[src/rtl/mpx_muldiv_pkg.sv]
// Shared MPX multiply/divide definitions: SPECIAL function codes, divider FSM
// encoding and the HI/LO result pair.
package mpx_muldiv_pkg;

    localparam logic [5:0] OP_SPECIAL = 6'h00;
    localparam logic [5:0] FN_MULT    = 6'h18;
    localparam logic [5:0] FN_MULTU   = 6'h19;
    localparam logic [5:0] FN_DIV     = 6'h1A;
    localparam logic [5:0] FN_DIVU    = 6'h1B;

    typedef enum logic [1:0] {
        DIV_IDLE = 2'd0,
        DIV_RUN  = 2'd1,
        DIV_DONE = 2'd2
    } div_state_t;

    typedef struct packed {
        logic [31:0] hi;
        logic [31:0] lo;
    } hilo_t;

endpackage

[src/rtl/mpx_muldiv_if.sv]
// Issue and HI/LO writeback bus between the core (master) and the mult/div unit (slave).
interface mpx_muldiv_if;

    logic        opcode_valid_i;
    logic [31:0] opcode_opcode_i;
    logic [31:0] opcode_rs_operand_i;
    logic [31:0] opcode_rt_operand_i;
    logic        hold_i;
    logic        busy_o;
    logic        writeback_valid_o;
    logic [31:0] writeback_hi_o;
    logic [31:0] writeback_lo_o;

    modport master (
        output opcode_valid_i, opcode_opcode_i, opcode_rs_operand_i, opcode_rt_operand_i, hold_i,
        input  busy_o, writeback_valid_o, writeback_hi_o, writeback_lo_o
    );

    modport slave (
        input  opcode_valid_i, opcode_opcode_i, opcode_rs_operand_i, opcode_rt_operand_i, hold_i,
        output busy_o, writeback_valid_o, writeback_hi_o, writeback_lo_o
    );

endinterface

[src/rtl/mpx_muldiv_divider.sv]
// Radix-2 restoring divider on operand magnitudes; sign fix-up and divide-by-zero
// substitution are applied on the registered result while in DONE.
module mpx_divider
    import mpx_muldiv_pkg::*;
#(
    parameter int DIV_CYCLES = 32
) (
    input  logic        clk,
    input  logic        rst,
    input  logic        hold,
    input  logic        start,
    input  logic        is_signed,
    input  logic [31:0] dividend,
    input  logic [31:0] divisor,
    output hilo_t       result,
    output logic        valid,
    output logic        busy
);

    localparam int               CNT_W = $clog2(DIV_CYCLES);
    localparam logic [CNT_W-1:0] LAST  = CNT_W'(DIV_CYCLES - 1);

    div_state_t       state_q, state_d;
    logic [CNT_W-1:0] cnt_q;
    logic [31:0]      quo_q, rem_q, dsr_q, dvd_q, rem_nx;
    logic [32:0]      rem_sh;
    logic             neg_quo_q, neg_rem_q, dz_q, ge;

    always_comb begin
        state_d = state_q;
        case (state_q)
            DIV_IDLE: if (start) state_d = DIV_RUN;
            DIV_RUN:  if (cnt_q == LAST) state_d = DIV_DONE;
            DIV_DONE: state_d = start ? DIV_RUN : DIV_IDLE;
            default:  state_d = DIV_IDLE;
        endcase
    end

    // One quotient bit per cycle: shift the next dividend bit into the partial remainder.
    assign rem_sh = {rem_q, quo_q[31]};
    assign ge     = rem_sh >= {1'b0, dsr_q};
    assign rem_nx = ge ? rem_sh[31:0] - dsr_q : rem_sh[31:0];

    always_ff @(posedge clk) begin
        if (rst) begin
            state_q   <= DIV_IDLE;
            cnt_q     <= '0;
            quo_q     <= '0;
            rem_q     <= '0;
            dsr_q     <= '0;
            dvd_q     <= '0;
            neg_quo_q <= 1'b0;
            neg_rem_q <= 1'b0;
            dz_q      <= 1'b0;
        end else if (!hold) begin
            state_q <= state_d;
            if (start) begin
                quo_q     <= (is_signed && dividend[31]) ? -dividend : dividend;
                dsr_q     <= (is_signed && divisor[31]) ? -divisor : divisor;
                rem_q     <= '0;
                dvd_q     <= dividend;
                dz_q      <= (divisor == '0);
                neg_quo_q <= is_signed && (dividend[31] ^ divisor[31]);
                neg_rem_q <= is_signed && dividend[31];
                cnt_q     <= '0;
            end else if (state_q == DIV_RUN) begin
                quo_q <= {quo_q[30:0], ge};
                rem_q <= rem_nx;
                cnt_q <= cnt_q + 1'b1;
            end
        end
    end

    assign valid     = (state_q == DIV_DONE);
    assign busy      = (state_q == DIV_RUN);
    assign result.lo = dz_q ? '1 : (neg_quo_q ? -quo_q : quo_q);
    assign result.hi = dz_q ? dvd_q : (neg_rem_q ? -rem_q : rem_q);

endmodule

[src/rtl/mpx_muldiv.sv]
// MPX HI/LO unit: fully pipelined 33x33 multiplier plus an optional iterative divider,
// present only when MPX_MULDIV_DIV_EN is defined.
module mpx_muldiv
    import mpx_muldiv_pkg::*;
#(
    parameter int MULT_STAGES = 2,
    parameter int DIV_CYCLES  = 32
) (
    input  logic        clk_i,
    input  logic        rst_i,
    mpx_muldiv_if.slave bus
);

    logic [5:0]             funct;
    logic                   special, is_mul, is_signed, accept, mul_go, busy, div_valid;
    logic                   unused_opcode;
    logic [MULT_STAGES-1:0] vld_pipe;
    logic [63:0]            a_q, b_q, prod, mul_res;
    hilo_t                  wb_q, div_res;

    assign funct         = bus.opcode_opcode_i[5:0];
    assign special       = (bus.opcode_opcode_i[31:26] == OP_SPECIAL);
    assign is_signed     = (funct == FN_MULT) || (funct == FN_DIV);
    assign is_mul        = special && ((funct == FN_MULT) || (funct == FN_MULTU));
    assign unused_opcode = ^bus.opcode_opcode_i[25:6];
    assign accept        = bus.opcode_valid_i && !bus.hold_i && !busy;
    assign mul_go        = accept && is_mul;

`ifdef MPX_MULDIV_DIV_EN
    logic is_div, div_go;

    assign is_div = special && ((funct == FN_DIV) || (funct == FN_DIVU));
    assign div_go = accept && is_div;

    mpx_divider #(.DIV_CYCLES(DIV_CYCLES)) u_div (
        .clk       (clk_i),
        .rst       (rst_i),
        .hold      (bus.hold_i),
        .start     (div_go),
        .is_signed (is_signed),
        .dividend  (bus.opcode_rs_operand_i),
        .divisor   (bus.opcode_rt_operand_i),
        .result    (div_res),
        .valid     (div_valid),
        .busy      (busy)
    );
`else
    localparam int unused_div_cycles = DIV_CYCLES;

    assign div_res   = '0;
    assign div_valid = 1'b0;
    assign busy      = 1'b0;
`endif

    // Operands are pre-extended to 64 bits so a plain 64-bit product yields the low word.
    assign prod = a_q * b_q;

    generate
        if (MULT_STAGES == 3) begin : g_mul3
            logic [63:0] prod_q;
            always_ff @(posedge clk_i) begin
                if (rst_i)                           prod_q <= '0;
                else if (!bus.hold_i && vld_pipe[0]) prod_q <= prod;
            end
            assign mul_res = prod_q;
        end else begin : g_mul2
            assign mul_res = prod;
        end
    endgenerate

    always_ff @(posedge clk_i) begin
        if (rst_i) begin
            vld_pipe <= '0;
            a_q      <= '0;
            b_q      <= '0;
            wb_q     <= '0;
        end else if (!bus.hold_i) begin
            vld_pipe <= {vld_pipe[MULT_STAGES-2:0], mul_go};
            if (mul_go) begin
                a_q <= {{32{is_signed & bus.opcode_rs_operand_i[31]}}, bus.opcode_rs_operand_i};
                b_q <= {{32{is_signed & bus.opcode_rt_operand_i[31]}}, bus.opcode_rt_operand_i};
            end
            if (vld_pipe[MULT_STAGES-2]) wb_q <= hilo_t'(mul_res);
            // Latch the divide result on leaving DONE so HI/LO keep it afterwards.
            if (div_valid) wb_q <= div_res;
        end
    end

    assign bus.busy_o            = busy;
    assign bus.writeback_valid_o = vld_pipe[MULT_STAGES-1] | div_valid;
    assign {bus.writeback_hi_o, bus.writeback_lo_o} = div_valid ? div_res : wb_q;

endmodule
[src/flat_wrapper.sv]
// flat-port wrapper written by rule: the top's interface ports become plain ports
module mpx_muldiv_flat import mpx_muldiv_pkg::*;
#(
    parameter int MULT_STAGES = 2,
    parameter int DIV_CYCLES  = 32
)
  (clk_i, rst_i, bus_opcode_valid_i, bus_opcode_opcode_i, bus_opcode_rs_operand_i, bus_opcode_rt_operand_i, bus_hold_i, bus_busy_o, bus_writeback_valid_o, bus_writeback_hi_o, bus_writeback_lo_o);
  mpx_muldiv_if bus_i ();
  input  logic clk_i;
  input  logic rst_i;
  input wire logic [$bits(bus_i.opcode_valid_i)-1:0] bus_opcode_valid_i;
  input wire logic [$bits(bus_i.opcode_opcode_i)-1:0] bus_opcode_opcode_i;
  input wire logic [$bits(bus_i.opcode_rs_operand_i)-1:0] bus_opcode_rs_operand_i;
  input wire logic [$bits(bus_i.opcode_rt_operand_i)-1:0] bus_opcode_rt_operand_i;
  input wire logic [$bits(bus_i.hold_i)-1:0] bus_hold_i;
  output wire logic [$bits(bus_i.busy_o)-1:0] bus_busy_o;
  output wire logic [$bits(bus_i.writeback_valid_o)-1:0] bus_writeback_valid_o;
  output wire logic [$bits(bus_i.writeback_hi_o)-1:0] bus_writeback_hi_o;
  output wire logic [$bits(bus_i.writeback_lo_o)-1:0] bus_writeback_lo_o;
  assign bus_i.opcode_valid_i = bus_opcode_valid_i;
  assign bus_i.opcode_opcode_i = bus_opcode_opcode_i;
  assign bus_i.opcode_rs_operand_i = bus_opcode_rs_operand_i;
  assign bus_i.opcode_rt_operand_i = bus_opcode_rt_operand_i;
  assign bus_i.hold_i = bus_hold_i;
  assign bus_busy_o = bus_i.busy_o;
  assign bus_writeback_valid_o = bus_i.writeback_valid_o;
  assign bus_writeback_hi_o = bus_i.writeback_hi_o;
  assign bus_writeback_lo_o = bus_i.writeback_lo_o;
  mpx_muldiv #(.MULT_STAGES(MULT_STAGES), .DIV_CYCLES(DIV_CYCLES)) u_core (.clk_i(clk_i), .rst_i(rst_i), .bus(bus_i));
endmodule
[config.mk]
export PLATFORM = sky130hd
export DESIGN_NAME = mpx_muldiv_flat
export DESIGN_NICKNAME = d
export VERILOG_FILES = /design/src/rtl/mpx_muldiv_pkg.sv /design/src/rtl/mpx_muldiv_if.sv /design/src/rtl/mpx_muldiv_divider.sv /design/src/rtl/mpx_muldiv.sv /design/src/flat_wrapper.sv
export SDC_FILE = /design/constraint.sdc
export NUM_CORES = 2
export LEC_CHECK = 0
export CELL_PAD_IN_SITES_DETAIL_PLACEMENT = 0
export CELL_PAD_IN_SITES_GLOBAL_PLACEMENT = 1
export CORE_UTILIZATION = 54
export CTS_CLUSTER_DIAMETER = 30
export CTS_CLUSTER_SIZE = 25
export DETAILED_ROUTE_END_ITERATION = 8
export PLACE_DENSITY = 0.95
export SLEW_MARGIN = 20
export SYNTH_ARGS = -nofsm -noshare
export SYNTH_HDL_FRONTEND = slang
export SYNTH_HIERARCHICAL = 1
export SYNTH_SLANG_ARGS = --single-unit
[constraint.sdc]
create_clock -name clk_i -period 24.6 [get_ports clk_i]
set_input_delay 6.15 -clock clk_i [delete_from_list [all_inputs] [get_ports clk_i]]
set_output_delay 6.15 -clock clk_i [all_outputs]
set_load 0.05 [all_outputs]
# Word level (Yosys, flattened, before mapping)

Index checks and enable logic that the tools add are counted.

$mul: 1
Equal/unequal tests: 3
Bitwise logic cells: 3
Reduce and logical (&&, ||, !) cells: 9

Operators with widths:

| cell                                                | count |
|---|---|
| multiplier 33 x 33 -> 64 bit                        | 1 |
| equality test 6 x 5 -> 1 bit, second input constant | 3 |
| logical NOT 6 bit                                   | 1 |
| AND reduction 2 bit                                 | 2 |
| logical AND 1 bit                                   | 3 |
| bitwise AND 1 bit                                   | 2 |
| logical OR 1 bit                                    | 2 |
| logical NOT 1 bit                                   | 1 |
| NOT 1 bit                                           | 1 |

Flip-flop bits (word level): 132
Input bits: 100
Output and inout port bits: 66

# Depth between registers and ports, before layout

Word-level depth: 5
Depth in mapped cells: 29

# Worst setup path before layout

No wires, ideal clock.

Kind: register -> register
Start: reg u_core.b_q[3]
End: reg u_core.wb_q, in the netlist u_core/bus.writeback_hi_o[30]
Data arrival time: 7855 ps
Data required time: 24537 ps
Slack: 16682 ps
Stages on the path, launching flop included: 26
Path buffers: 2
Clock period less this slack: 7918 ps
Path through: dfxtp_1 clkbuf_1 clkbuf_1 nand2_1 inv_1 fa_1 fa_1 fa_1 inv_1 fa_1 inv_1 fa_1 fa_1 fa_1 inv_1 fa_1 inv_1 ha_1 nand2_1 or3_1 nor4b_1 o211ai_1 a21oi_1 a211oi_1 or4_1 nand3_1

Longest elaborated chain between the ends: 1

Ends and longest elaborated chain:

| what                         | RTL line         | source |
|---|---|---|
| from (decl)                  | mpx_muldiv.sv:18 | `logic [63:0] a_q, b_q, prod, mul_res;` |
| from (signal assigned)       | mpx_muldiv.sv:81 | `b_q <= {{32{is_signed & bus.opcode_rt_operand_i[31]}}, bus.opcode_rt_operand_i};` |
| multiplier 33 x 33 -> 64 bit | mpx_muldiv.sv:56 | `assign prod = a_q * b_q;` |
| to (signal assigned)         | mpx_muldiv.sv:83 | `if (vld_pipe[MULT_STAGES-2]) wb_q <= hilo_t'(mul_res);` |
| to (signal assigned)         | mpx_muldiv.sv:85 | `if (div_valid) wb_q <= div_res;` |
| to (decl)                    | mpx_muldiv.sv:19 | `hilo_t wb_q, div_res;` |

Every way passes these cells.
A chain may end at the register's enable or synchronous reset.

# Worst setup path after layout

Start: reg u_core/a_q[32] (netlist name)
End: reg u_core.wb_q, in the netlist u_core/bus.writeback_hi_o[30]

Longest elaborated chain between the ends: 1

Ends and longest elaborated chain:

| what                         | RTL line |
|---|---|
| multiplier 33 x 33 -> 64 bit | mpx_muldiv.sv:56 |

Every way passes these cells.

==> out/qor.txt <==
Status: finished clean
Slowest CP cell: fa_1
Antenna-violating nets left: 0
Post-synthesis sequential area ratio: 0.06148
Die width: 284.1 µm
CTS tree: built
Final worst path period share: 0.3760
Critical Path Start Type: register
Max-slew violations: 0
Diode count: 0
Yosys cell types: 62
Layout area overhead: 6.666%
Via count: 31.59k
Die Height: 284.1 µm
DIE AREA: 0.08072 mm²
CTS buffer count: 17
Top FF cell, synth: dfxtp_1
Syn nets: 6187
Vias per cell: 5.464
Clock Latency Late Sink: 0.46 ns
Arr. time, crit path: 9.63 ns
Starting Density: 0.5449
CP top delay family: adder cells
List of most frequent post-synthesis cells: 1125 x fa_1, 1095 x inv_1, 763 x nand2_1, 547 x and2_1, 256 x clkbuf_1
DRC viols: 0
Largest net degree at the start of global routing: 84
Hold WC Path Type: register to register
CP required: 24.98 ns
Max Root-Sink Buffers: 2
Initial antenna violation count: 1
CP max FO: 17
Nets@finish: 6155
Fin Setup TNS: 0 ns
Flop2flop setup slack: 15.35 ns
Leak: 23.00 nW
Worst-margin pin slew: 0.8927 ns
Fmax: 0.1081 GHz
Max-Cap Viols: 0
Yosys top cell by area: fa_1
Detailed Route Iter0 Violations: 1851
Gr ovfl total: 0
Vias in the first global route: 35.08k
CP max stage delay: 1.08 ns
#FFs+latches synth: 132
Clock sink count: 132
Synth top area share: 0.5240
Final setup fails: 0
Root Buffer: clkbuf_16
Ys async rst share: 0
CORE AREA: 0.07887 mm²
CP most frequent cell: fa_1
Relative slew slack: 0.4049
Minimum clock period: 9.251 ns
Hold Fails Final Rpt: 0
Boundary Pins: 166
CP bufs+invs: 5
Pwr/cell area: 10.74 mW/mm²
Cts hold-fix bufs: 0
Most common cell in the netlist: fa_1
Avg Inst Size Synth: 9.048 µm²
CP Capture Type: register
Port Buffers: 144
Critical path class: register to register
Clock transition at path regs: 0.06 ns
Setup Buffers After CTS: 0
Yosys warns: 6
Mapped cell area: 0.04298 mm²
First-pass GRT wire length: 182.3 mm
Post-CTS Resized: 0
Layout fillers: 6831
Clock Skews: 0.01712 ns
GP Congestion: 0.9405
# rows: 103
Area contributors post-synth: fa_1 52%, inv_1 9.6%, and2_1 8.0%
Drt pass-1 iters: 6
CTS H-tree depth: 4
Cells along the critical path: nand2_1 -> inv_1 -> fa_1 -> fa_1 -> fa_2 -> inv_1 -> fa_1 -> inv_1 -> fa_1 -> fa_1 -> fa_1 -> inv_1 -> fa_1 -> inv_1 -> ha_1 -> nand2_1 -> or3_1 -> nor4b_1 -> o211ai_1 -> a21oi_1 -> a211oi_1 -> or4_1 -> nand3_1
Share of post-route cells with drive strength above 1: 0.02536
Final WS setup: 15.35 ns
Post-synth EDFFs: 0
RSZ-0062 raised after global routing: no
Synth Instances: 4750
Routed wire per std cell: 19.00 µm
Peak VDD IR: 0.00004245 V
Post-DP HPWL: 87.05 mm
Dpl ws: 15.27 ns
All-layer global routing usage: 0.2869
Final WL: 109.9 mm
worst paths after layout:
| path | cells after the start | startpoint | to |
|---|---|---|---|
| max | 23 | u_core/a_q[32]$_SDFFE_PP0P_ | u_core/bus.writeback_hi_o[30]$_SDFFE_PP0P_ |
| min | 2 | u_core/bus.writeback_lo_o[2]$_SDFFE_PP0P_ | u_core/bus.writeback_lo_o[2]$_SDFFE_PP0P_ |
| max reg2reg | 23 | u_core/a_q[32]$_SDFFE_PP0P_ | u_core/bus.writeback_hi_o[30]$_SDFFE_PP0P_ |
| min reg2reg | 2 | u_core/bus.writeback_lo_o[2]$_SDFFE_PP0P_ | u_core/bus.writeback_lo_o[2]$_SDFFE_PP0P_ |
state kept, by name, indices dropped and copies added, names as in the netlist:
signal	count
u_core/b_q	33
u_core/a_q	33
u_core/bus.writeback_hi_o	32
u_core/bus.writeback_lo_o	32
u_core/vld_pipe	2
logic make-up (layout without fill, tap and decap cells):
logic type,after synthesis,in the layout,synth area share
compound gates,354,354,0.04961
xor+xnor,57,57,0.01162
fa+ha+maj,1337,1337,0.5857
buf+inv,1362,1343,0.1191
flops,132,132,0.06148
mux,2,2,0.0004658
other cells,1,1,0.00008725
simple gates,1505,1505,0.1719
through the flow:
step           std cells  utilization  hold slack, ns  area [µm²]  total power, mW
3_5_place_dp        5749       0.5740          0.4466       45270           0.2372
4_1_cts             5781       0.5812          0.4549       45840           0.4951
3_3_place_gp        5749       0.5740          0.4397       45270           0.2372
2_1_floorplan       4750            -          0.4452       42980           0.2227
5_1_grt             5781       0.5813          0.4709       45850           0.5058
6_report            5781       0.5813          0.4534       45850           0.4922
worst min-delay path, delay by kind of cell, from the launching register on:
| family | cells | cell delay (ns) |
|---|---|---|
| compound gates | 1 | 0.05 |
| flops | 1 | 0.31 |
| simple gates | 1 | 0.05 |
placed cells by master (no fill, tap or decap), types with 4 or more instances in the layout:
master and count:
buf_4 71, clkdlybuf4s50_1 143, nor3_1 17, nand3b_1 7, nand2b_1 12, inv_1 1095, o21ai_0 40, nand3_1 30
nor4b_1 5, ha_1 212, o21ai_1 11, a21oi_1 180, xnor2_1 41, and3_1 7, fa_1 1124, nand4_1 20
and2_1 547, a31oi_1 4, clkbuf_16 17, a21o_1 38, and4_1 6, inv_6 5, nor2b_1 27, xor2_1 16
o211ai_1 8, o31a_1 4, or3_1 6, nor2_1 45, a211oi_1 14, dfxtp_1 130, o21a_1 8, nand2_1 763
o21bai_1 15
per-layer routing:
metal	GRT usage	vias up	part of all wire	routed length (µm)
met5	0	-	0	0
met4	0.1214	0	0.048	5276
met3	0.03652	317	0.059	6508
met2	0.5103	1116	0.52	57000
met1	0.3502	16460	0.37	41080
li1	-	13690	-	-
report_power, final:
group / switching, mW / total, mW / internal, mW
Clock: 0.118 / 0.260 / 0.142
Sequential: 0.0000140 / 0.214 / 0.214
Combinational: 0.00740 / 0.0188 / 0.0114
final cells by class:
type	instances	area, µm²	area share
repair buffers	214	1964	0.04285
clock buffers	17	425.4	0.009279
well taps	1050	1314	0.02866
clock inverters	15	147.6	0.003220
multi-input cells	3256	35230	0.7685
flip-flops and latches	132	2645	0.05770
inverters	1097	4118	0.08982
(Power assumes the default switching activity.)
